**config.mk**
```make
export PLATFORM = sky130hd
export DESIGN_NAME = sdram_dl_bridge
export DESIGN_NICKNAME = d
export VERILOG_FILES = /design/src/rtl/sdram_dl_bridge.sv
export SDC_FILE = /design/constraint.sdc
export NUM_CORES = 1
export LEC_CHECK = 0
export ABC_CLOCK_PERIOD_IN_PS = 6200
export BUFFER_PORTS_ARGS = -buffer_cell sky130_fd_sc_hd__clkbuf_2
export CORE_MARGIN = 2
export CORE_UTILIZATION = 25
export DETAILED_ROUTE_END_ITERATION = 10
export PLACE_DENSITY = 0.51
export RECOVER_POWER = 50
export SLEW_MARGIN = 20
export SYNTH_ARGS = -nofsm -noshare
export SYNTH_HDL_FRONTEND = slang
export SYNTH_SLANG_ARGS = --single-unit
export TNS_END_PERCENT = 1
```
**constraint.sdc**
```tcl
create_clock -name clk -period 6.2 [get_ports clk]
set_input_delay 1.86 -clock clk [delete_from_list [all_inputs] [get_ports clk]]
set_output_delay 1.86 -clock clk [all_outputs]
set_load 0.02 [all_outputs]
```
**src/rtl/sdram_dl_bridge.sv**
```systemverilog
// sdram_dl_bridge: buffers ioctl ROM download bytes and writes them to one SDRAM toggle req/ack port
//
// Ports:
//   clk, reset_n                     system clock, asynchronous active-low reset
//   ioctl_download/index/wr/addr/dout  hps_io download stream
//   ioctl_wait                       stall request to hps_io (FIFO nearly full)
//   port_req/ack/we/a/ds/d           SDRAM write port, toggle handshake
//   dl_done                          1-cycle pulse once download ended and all writes acknowledged
//
// Optional build macro SDRAM_DL_PACK_EN: merges an even/odd byte pair at the FIFO head
// into a single 16-bit write.
module sdram_dl_bridge #(
    parameter int          FIFO_DEPTH = 4,
    parameter logic [7:0]  DL_INDEX   = 8'd0,
    parameter logic [24:0] SWZ_BASE   = 25'h10000,
    parameter logic [24:0] SWZ_END    = 25'h18000
) (
    input  logic        clk,
    input  logic        reset_n,
    input  logic        ioctl_download,
    input  logic [7:0]  ioctl_index,
    input  logic        ioctl_wr,
    input  logic [24:0] ioctl_addr,
    input  logic [7:0]  ioctl_dout,
    output logic        ioctl_wait,
    output logic        port_req,
    input  logic        port_ack,
    output logic        port_we,
    output logic [22:0] port_a,
    output logic [1:0]  port_ds,
    output logic [15:0] port_d,
    output logic        dl_done
);
    localparam int AW = $clog2(FIFO_DEPTH);
    localparam logic [0:0] S_IDLE = 1'b0;
    localparam logic [0:0] S_WAIT = 1'b1;

    logic [24:0]   mem_a [FIFO_DEPTH];
    logic [7:0]    mem_d [FIFO_DEPTH];
    logic [AW-1:0] wp, rp, h;
    logic [AW:0]   count, count_nx, avail;
    logic [0:0]    state;
    logic [1:0]    n_fly, pop_n;
    logic          ovf, dl_prev, dl_end, dl_act, full, pop, push, issue, pack, drained;
    logic [24:0]   r, ra;
    logic [1:0]    ds_nx;
    logic [15:0]   d_nx;
`ifdef SDRAM_DL_PACK_EN
    logic [AW-1:0] h1;
    logic [24:0]   rb;
`endif

    always_comb begin
        dl_act   = ioctl_download & (ioctl_index == DL_INDEX);
        full     = count == (AW+1)'(FIFO_DEPTH);
        pop      = (state == S_WAIT) & (port_ack == port_req);
        pop_n    = pop ? n_fly : 2'd0;
        // a pop frees a slot in the same cycle, so a full FIFO may still accept
        push     = ioctl_wr & dl_act & (!full | pop);
        count_nx = count + (AW+1)'(push) - (AW+1)'(pop_n);
        avail    = count - (AW+1)'(pop_n);
        h        = rp + AW'(pop_n);
        ra       = mem_a[h];
        issue    = (avail != '0) & ((state == S_IDLE) | pop);
        drained  = dl_end & (count == '0) & (state == S_IDLE);
        // 16-bit region: address bit 14 selects the byte lane
        r = (ioctl_addr >= SWZ_BASE && ioctl_addr < SWZ_END)
            ? {ioctl_addr[24:15], ioctl_addr[13:0], ioctl_addr[14]} : ioctl_addr;
`ifdef SDRAM_DL_PACK_EN
        h1    = h + AW'(1);
        rb    = mem_a[h1];
        pack  = (avail >= (AW+1)'(2)) & !ra[0] & rb[0] & (ra[24:1] == rb[24:1]);
        ds_nx = pack ? 2'b11 : {ra[0], ~ra[0]};
        d_nx  = pack ? {mem_d[h1], mem_d[h]} : {2{mem_d[h]}};
`else
        pack  = 1'b0;
        ds_nx = {ra[0], ~ra[0]};
        d_nx  = {2{mem_d[h]}};
`endif
    end

    always_ff @(posedge clk) begin
        if (push) begin
            mem_a[wp] <= r;
            mem_d[wp] <= ioctl_dout;
        end
    end

    always_ff @(posedge clk or negedge reset_n) begin
        if (!reset_n) begin
            wp         <= '0;
            rp         <= '0;
            count      <= '0;
            state      <= S_IDLE;
            n_fly      <= 2'd0;
            ovf        <= 1'b0;
            dl_prev    <= 1'b0;
            dl_end     <= 1'b0;
            ioctl_wait <= 1'b0;
            port_req   <= 1'b0;
            port_we    <= 1'b0;
            port_a     <= '0;
            port_ds    <= '0;
            port_d     <= '0;
            dl_done    <= 1'b0;
        end else begin
            wp         <= push ? wp + AW'(1) : wp;
            rp         <= h;
            count      <= count_nx;
            ioctl_wait <= count_nx >= (AW+1)'(FIFO_DEPTH - 1);
            ovf        <= ovf | (ioctl_wr & dl_act & !push);
            if (issue) begin
                port_a   <= ra[23:1];
                port_ds  <= ds_nx;
                port_d   <= d_nx;
                port_we  <= 1'b1;
                port_req <= ~port_req;
                n_fly    <= pack ? 2'd2 : 2'd1;
                state    <= S_WAIT;
            end else if (pop) begin
                port_we <= 1'b0;
                state   <= S_IDLE;
            end
            dl_prev <= dl_act;
            dl_done <= drained;
            dl_end  <= (dl_act & !dl_prev) ? 1'b0 : (!dl_act & dl_prev) ? 1'b1 : drained ? 1'b0 : dl_end;
        end
    end
endmodule
```
; After elaboration in Yosys (flattened, before gate mapping)
; Memories as Yosys holds them, arrays and structs flattened.
; Cells that the tools add are included.
[classes]
add_sub_neg = 5
magnitude_cmp = 3
n_eq_ne = 2
mux = 9
bitwise_logic = 14
n_reduce_logical = 9
[ops]
columns = cell, count
row1 = $ge 25x17->1 const B, 1
row2 = $lt 25x17->1 const B, 1
row3 = $mux 15, 1
row4 = $and 1x1->1, 9
row5 = $logic_not 8->1, 1
row6 = $mux 1, 8
row7 = $reduce_bool 3->1, 2
row8 = $sub 3x1->3, 2
row9 = $add 3x1->3, 1
row10 = $eq 3x3->1 const B, 1
row11 = $ge 3x2->1 const B, 1
row12 = $logic_not 1->1, 3
row13 = $logic_not 3->1, 1
row14 = $not 1->1, 3
row15 = $add 2x1->2, 1
row16 = $add 2x1->2 const B, 1
row17 = $or 1x1->1, 2
row18 = $reduce_bool 2->1, 1
row19 = $eq 1x1->1, 1
row20 = $logic_and 1x1->1, 1
[totals]
reg_bits = 55
ramBits = 132
in_bits = 46
output_inout_bits = 45
elab_cells = 57
memories = 2
[mem_list]
columns = memory, depth, word_bits, rd, rd_ports_with_merged_regs, write_ports, line_no
row1 = mem_a, 4, 25, 1, 0, 1, 38  ; logic [24:0] mem_a [FIFO_DEPTH];
row2 = mem_d, 4, 8, 1, 0, 1, 39  ; logic [7:0] mem_d [FIFO_DEPTH];

; Depth between registers and ports, before layout
[depth]
depth_word = 7
ltp_mapped = 11

; Least setup slack after synthesis
; Ideal clock, no wire load.
[synth_path]
path_kind = input-to-reg
start = input port ioctl_index[2]
end = register ioctl_wait
setup_time_ns = 0.118
t_arrival_ns = 4.053
setup_slack_ns = 2.029
path_stages = 11
path_buffers = 0
cell_sequence = nor4_2 nand4b_1 a311oi_4 inv_1 ha_1 inv_1 ha_1 fa_1 xnor2_1 xnor2_1 a21o_1
[synth_between]
elab_chain_len = 7
[synth_rtl]
columns = element, line_no
row1 = from (decl), 21  ; input logic [7:0] ioctl_index,
row2 = $logic_not 8->1, 54  ; dl_act = ioctl_download & (ioctl_index == DL_INDEX);
row3 = $and 1x1->1, 54
row4 = $and 1x1->1, --
row5 = $and 1x1->1, 59  ; push = ioctl_wr & dl_act & (!full | pop);
row6 = $add 3x1->3, 60  ; count_nx = count + (AW+1)'(push) - (AW+1)'(pop_n);
row7 = $sub 3x1->3, 60
row8 = via count_nx[2], 41  ; logic [AW:0] count, count_nx, avail;
row9 = $ge 3x2->1, 110  ; ioctl_wait <= count_nx >= (AW+1)'(FIFO_DEPTH - 1);
row10 = to (signal assigned), 110
row11 = to (decl), 25  ; output logic ioctl_wait,
; The timed path passes the listed nets, and every way through them passes these cells.
; A chain may end at the register's enable or synchronous reset.

; Worst setup path in the final report
[layout_path]
start = input port port_ack
end = register port_a[22]
[layout_between]
elab_chain_len = 6
word_cells_on_any_way = 9
classes_between = add/sub (2) / eq/ne (1) / mux (1) / bitwise (3) / reduce/logical (1) / memory (1)
[layout_rtl]
columns = element, line_no
row1 = from (decl), 27  ; input logic port_ack,
row2 = $eq 1x1->1 *, 56  ; pop = (state == S_WAIT) & (port_ack == port_req);
row3 = $and 1x1->1 *, 56
row4 = $mux 1, 57  ; pop_n = pop ? n_fly : 2'd0;
row5 = $sub 3x1->3, 61  ; avail = count - (AW+1)'(pop_n);
row6 = $reduce_bool 3->1, 64  ; issue = (avail != '0) & ((state == S_IDLE) | pop);
row7 = $and 1x1->1, 64
row8 = to (signal assigned), 113  ; port_a <= ra[23:1];
row9 = to (decl), 29  ; output logic [22:0] port_a,
; Mark *: on every way between the ends. The rest lies on a longest branch, timed or not.

==> flow_summary.toml <==
[run_status]
violations = "max-capacitance violations, max-slew violations"
status = "complete, but fails checks"

[synthesis]
synth_flop_cell = "edfxtp_1"
syn_inst = 328
yosys.area.top_type = "edfxtp_1"
synth_top_area_share_pct = 55.23
synthTopCellsByArea = "edfxtp_1, dfrtp_1, mux4_2, mux2_4, mux2_2"
synth_compound_area_share_pct = 0.9889
ys_top_cells_by_count = "edfxtp_1, dfrtp_1, mux4_2"
synth-edff-count = 128
synth_seq_cells = 175
async_flop_share_pct = 26.86
synth_top_family_by_area = "multiplexers"
ys_types = 31
synth-xor-area-share_pct = 0.9889
synth_warnings = 0
synthSimpleGateAreaFrac_pct = 2.032
syn-cell-area_sq_mm = 0.006959
synth_nets = 383
synthAdderAreaFrac_pct = 1.870
synthMuxAreaShare_pct = 19.42
synth_most_common_cell = "edfxtp_1"
syn_avg_cell_area_sq_um = 21.22
yosysSeqAreaShare_pct = 72.13

[grt]
grt_pass1_wl_um = 21630
grt_max_degree = 48
grt_pass1_vias = 3592
grt_use_total_pct = 10.32
grt-ovfl-total = 0
antenna_found_initial = 0

[job]
drv_cap = 3

[cts]
clock_latency_ps = 430
root_buffer = "clkbuf_16"
hold_buffers = 0
cts.sinks = 175
cts_resized = 0
cts_buffers = 17
clk_path_buf_depth = 2
htreeDepth = 4
post-cts-setup-buffer-count = 0
cts_tree = "built"
path_clk_slew_ps = 80

[worst_setup_path]
cp.required_ps = 6530
critPathLaunchType = "primary input"
arrival_ps = 5250
endpoint_kind = "register"
worstPathMaxFanout = 26
crit_type = "in -> reg"

[sta]
max_slew_margin_pct = -89.36
setup_tns_ps = 0
setup_violations = 0
period_needed_ps = 4926
slew_violations = 85
period_share_pct = 79.45
fin_skew_ps = 12.03
fmax_mhz = 203.0
rsz0062_at_grt = "no"
hold_viol = 0
tightest_slew_ps = 2840

[power_and_ir_drop]
p_leak_nw = 2.918
power_density_mw_per_mm2 = 556.5
irDropWorstVdd_mv = 0.3024

[detailed_routing]
post-route-drc-count = 0
ant_nets = 0
via_count = 3256
viasPerCell = 4.005
wl_um = 14080
drt_iter0_markers = 133
wire_per_inst_um = 17.32
drt_pass1_iterations = 4

[placed_design]
dpl_cell_area_sq_mm = 0.007812
gp_congestion = 0.7013
port_buffers = 90
hpwlAfterDp_um = 8724

[floorplan]
core_sq_mm = 0.02763
die_w_um = 170.8
fp-row-count = 61
start_util_pct = 25.19
dieHeight_um = 170.8
io_pins = 91
die-area_sq_mm = 0.02919

[cells_and_area]
syn_to_final_growth_pct = 18.54
utilization_pct = 29.86
antenna-diode-count = 0
drive_above_1_share_pct = 31.95
final_area_sq_mm = 0.008249
nets = 477

[min_path]
hold_class = "reg -> reg"
state kept, by name, summed over array words and instances (netlist names):
signal / cells
mem_a: 96
mem_d: 32
port_a: 23
port_d: 8
count: 3
port_ds: 2
rp: 2
wp: 2
dl_done: 1
dl_end: 1
dl_prev: 1
ioctl_wait: 1
n_fly: 1
port_req: 1
port_we: 1
metrics by stage:
stage               setup slack [ps]  power [mW]  instances  hold WS (ps)
CTS                             1912       4.757        813         464.7
detailed placement              1452       3.709        781         449.1
global route                   988.8       4.876        813         478.0
floorplan                       2029       3.227        328         425.8
global placement                1491       3.672        781         450.3
finish                          1274       4.591        813         460.2
path summary, 6_finish.rpt:
check,startpoint,end,slack (ps),cells past startpoint
max in group asynchronous,reset_n,rp[1],2160,2
min reg2reg,n_fly[0],n_fly[0],460,1
min,n_fly[0],n_fly[0],460,1
max reg2reg,port_req,port_a[22],2340,7
max,port_ack,port_a[22],1270,8
min in group asynchronous,reset_n,port_a[22],2440,2
cell type report:
type                       count  area, sq um
clock inverter                15        146.4
sequential                   175         5020
clock buffer                  17        425.4
fill                        2797        19380
multi-input combinational    122         1729
tap                          378        473.0
timing repair buffer          94        410.4
inverter                      12        45.04
worst max-delay path, stage by stage:
cell      delay, ps
clkbuf_1         80
xnor2_1         290
and3_1          260
ha_1            180
xor2_1           70
o32ai_1        1790
buf_12          320
mux2_2          370
power by group:
part,switching (mW),internal (mW)
clock,0.501,0.536
sequential,0.114,1.43
combinational,0.946,1.07
layer usage:
metal,GRT usage (%),routed length (um)
met5,0,0
met4,3.095,138
met3,3.354,566
met2,17.06,7038
met1,12.93,6338
cells in the final DEF (no fill, tap or decap), types with 2 or more instances in the layout:
| cell type | n |
|---|---|
| nor4_1 | 4 |
| clkbuf_2 | 27 |
| mux2_4 | 27 |
| inv_1 | 12 |
| buf_4 | 2 |
| clkinv_4 | 3 |
| nand2b_1 | 2 |
| nor2_1 | 2 |
| clkbuf_1 | 64 |
| mux4_2 | 32 |
| inv_6 | 4 |
| ha_1 | 8 |
| edfxtp_1 | 128 |
| mux2_2 | 13 |
| nand2_1 | 3 |
| xnor2_1 | 5 |
| inv_8 | 5 |
| mux2_1 | 7 |
| nand4b_1 | 2 |
| dfrtp_1 | 47 |
| and2_2 | 4 |
| clkbuf_16 | 17 |
kinds of logic after synthesis:
logic type,after synthesis
muxes,79
and+or+nand+nor,22
xor gates and xnor gates,7
AOI/OAI and AO/OA,4
buffers and inverters,31
DFF,175
adders and majority gates,10
Power figures use the tool's default switching activity.
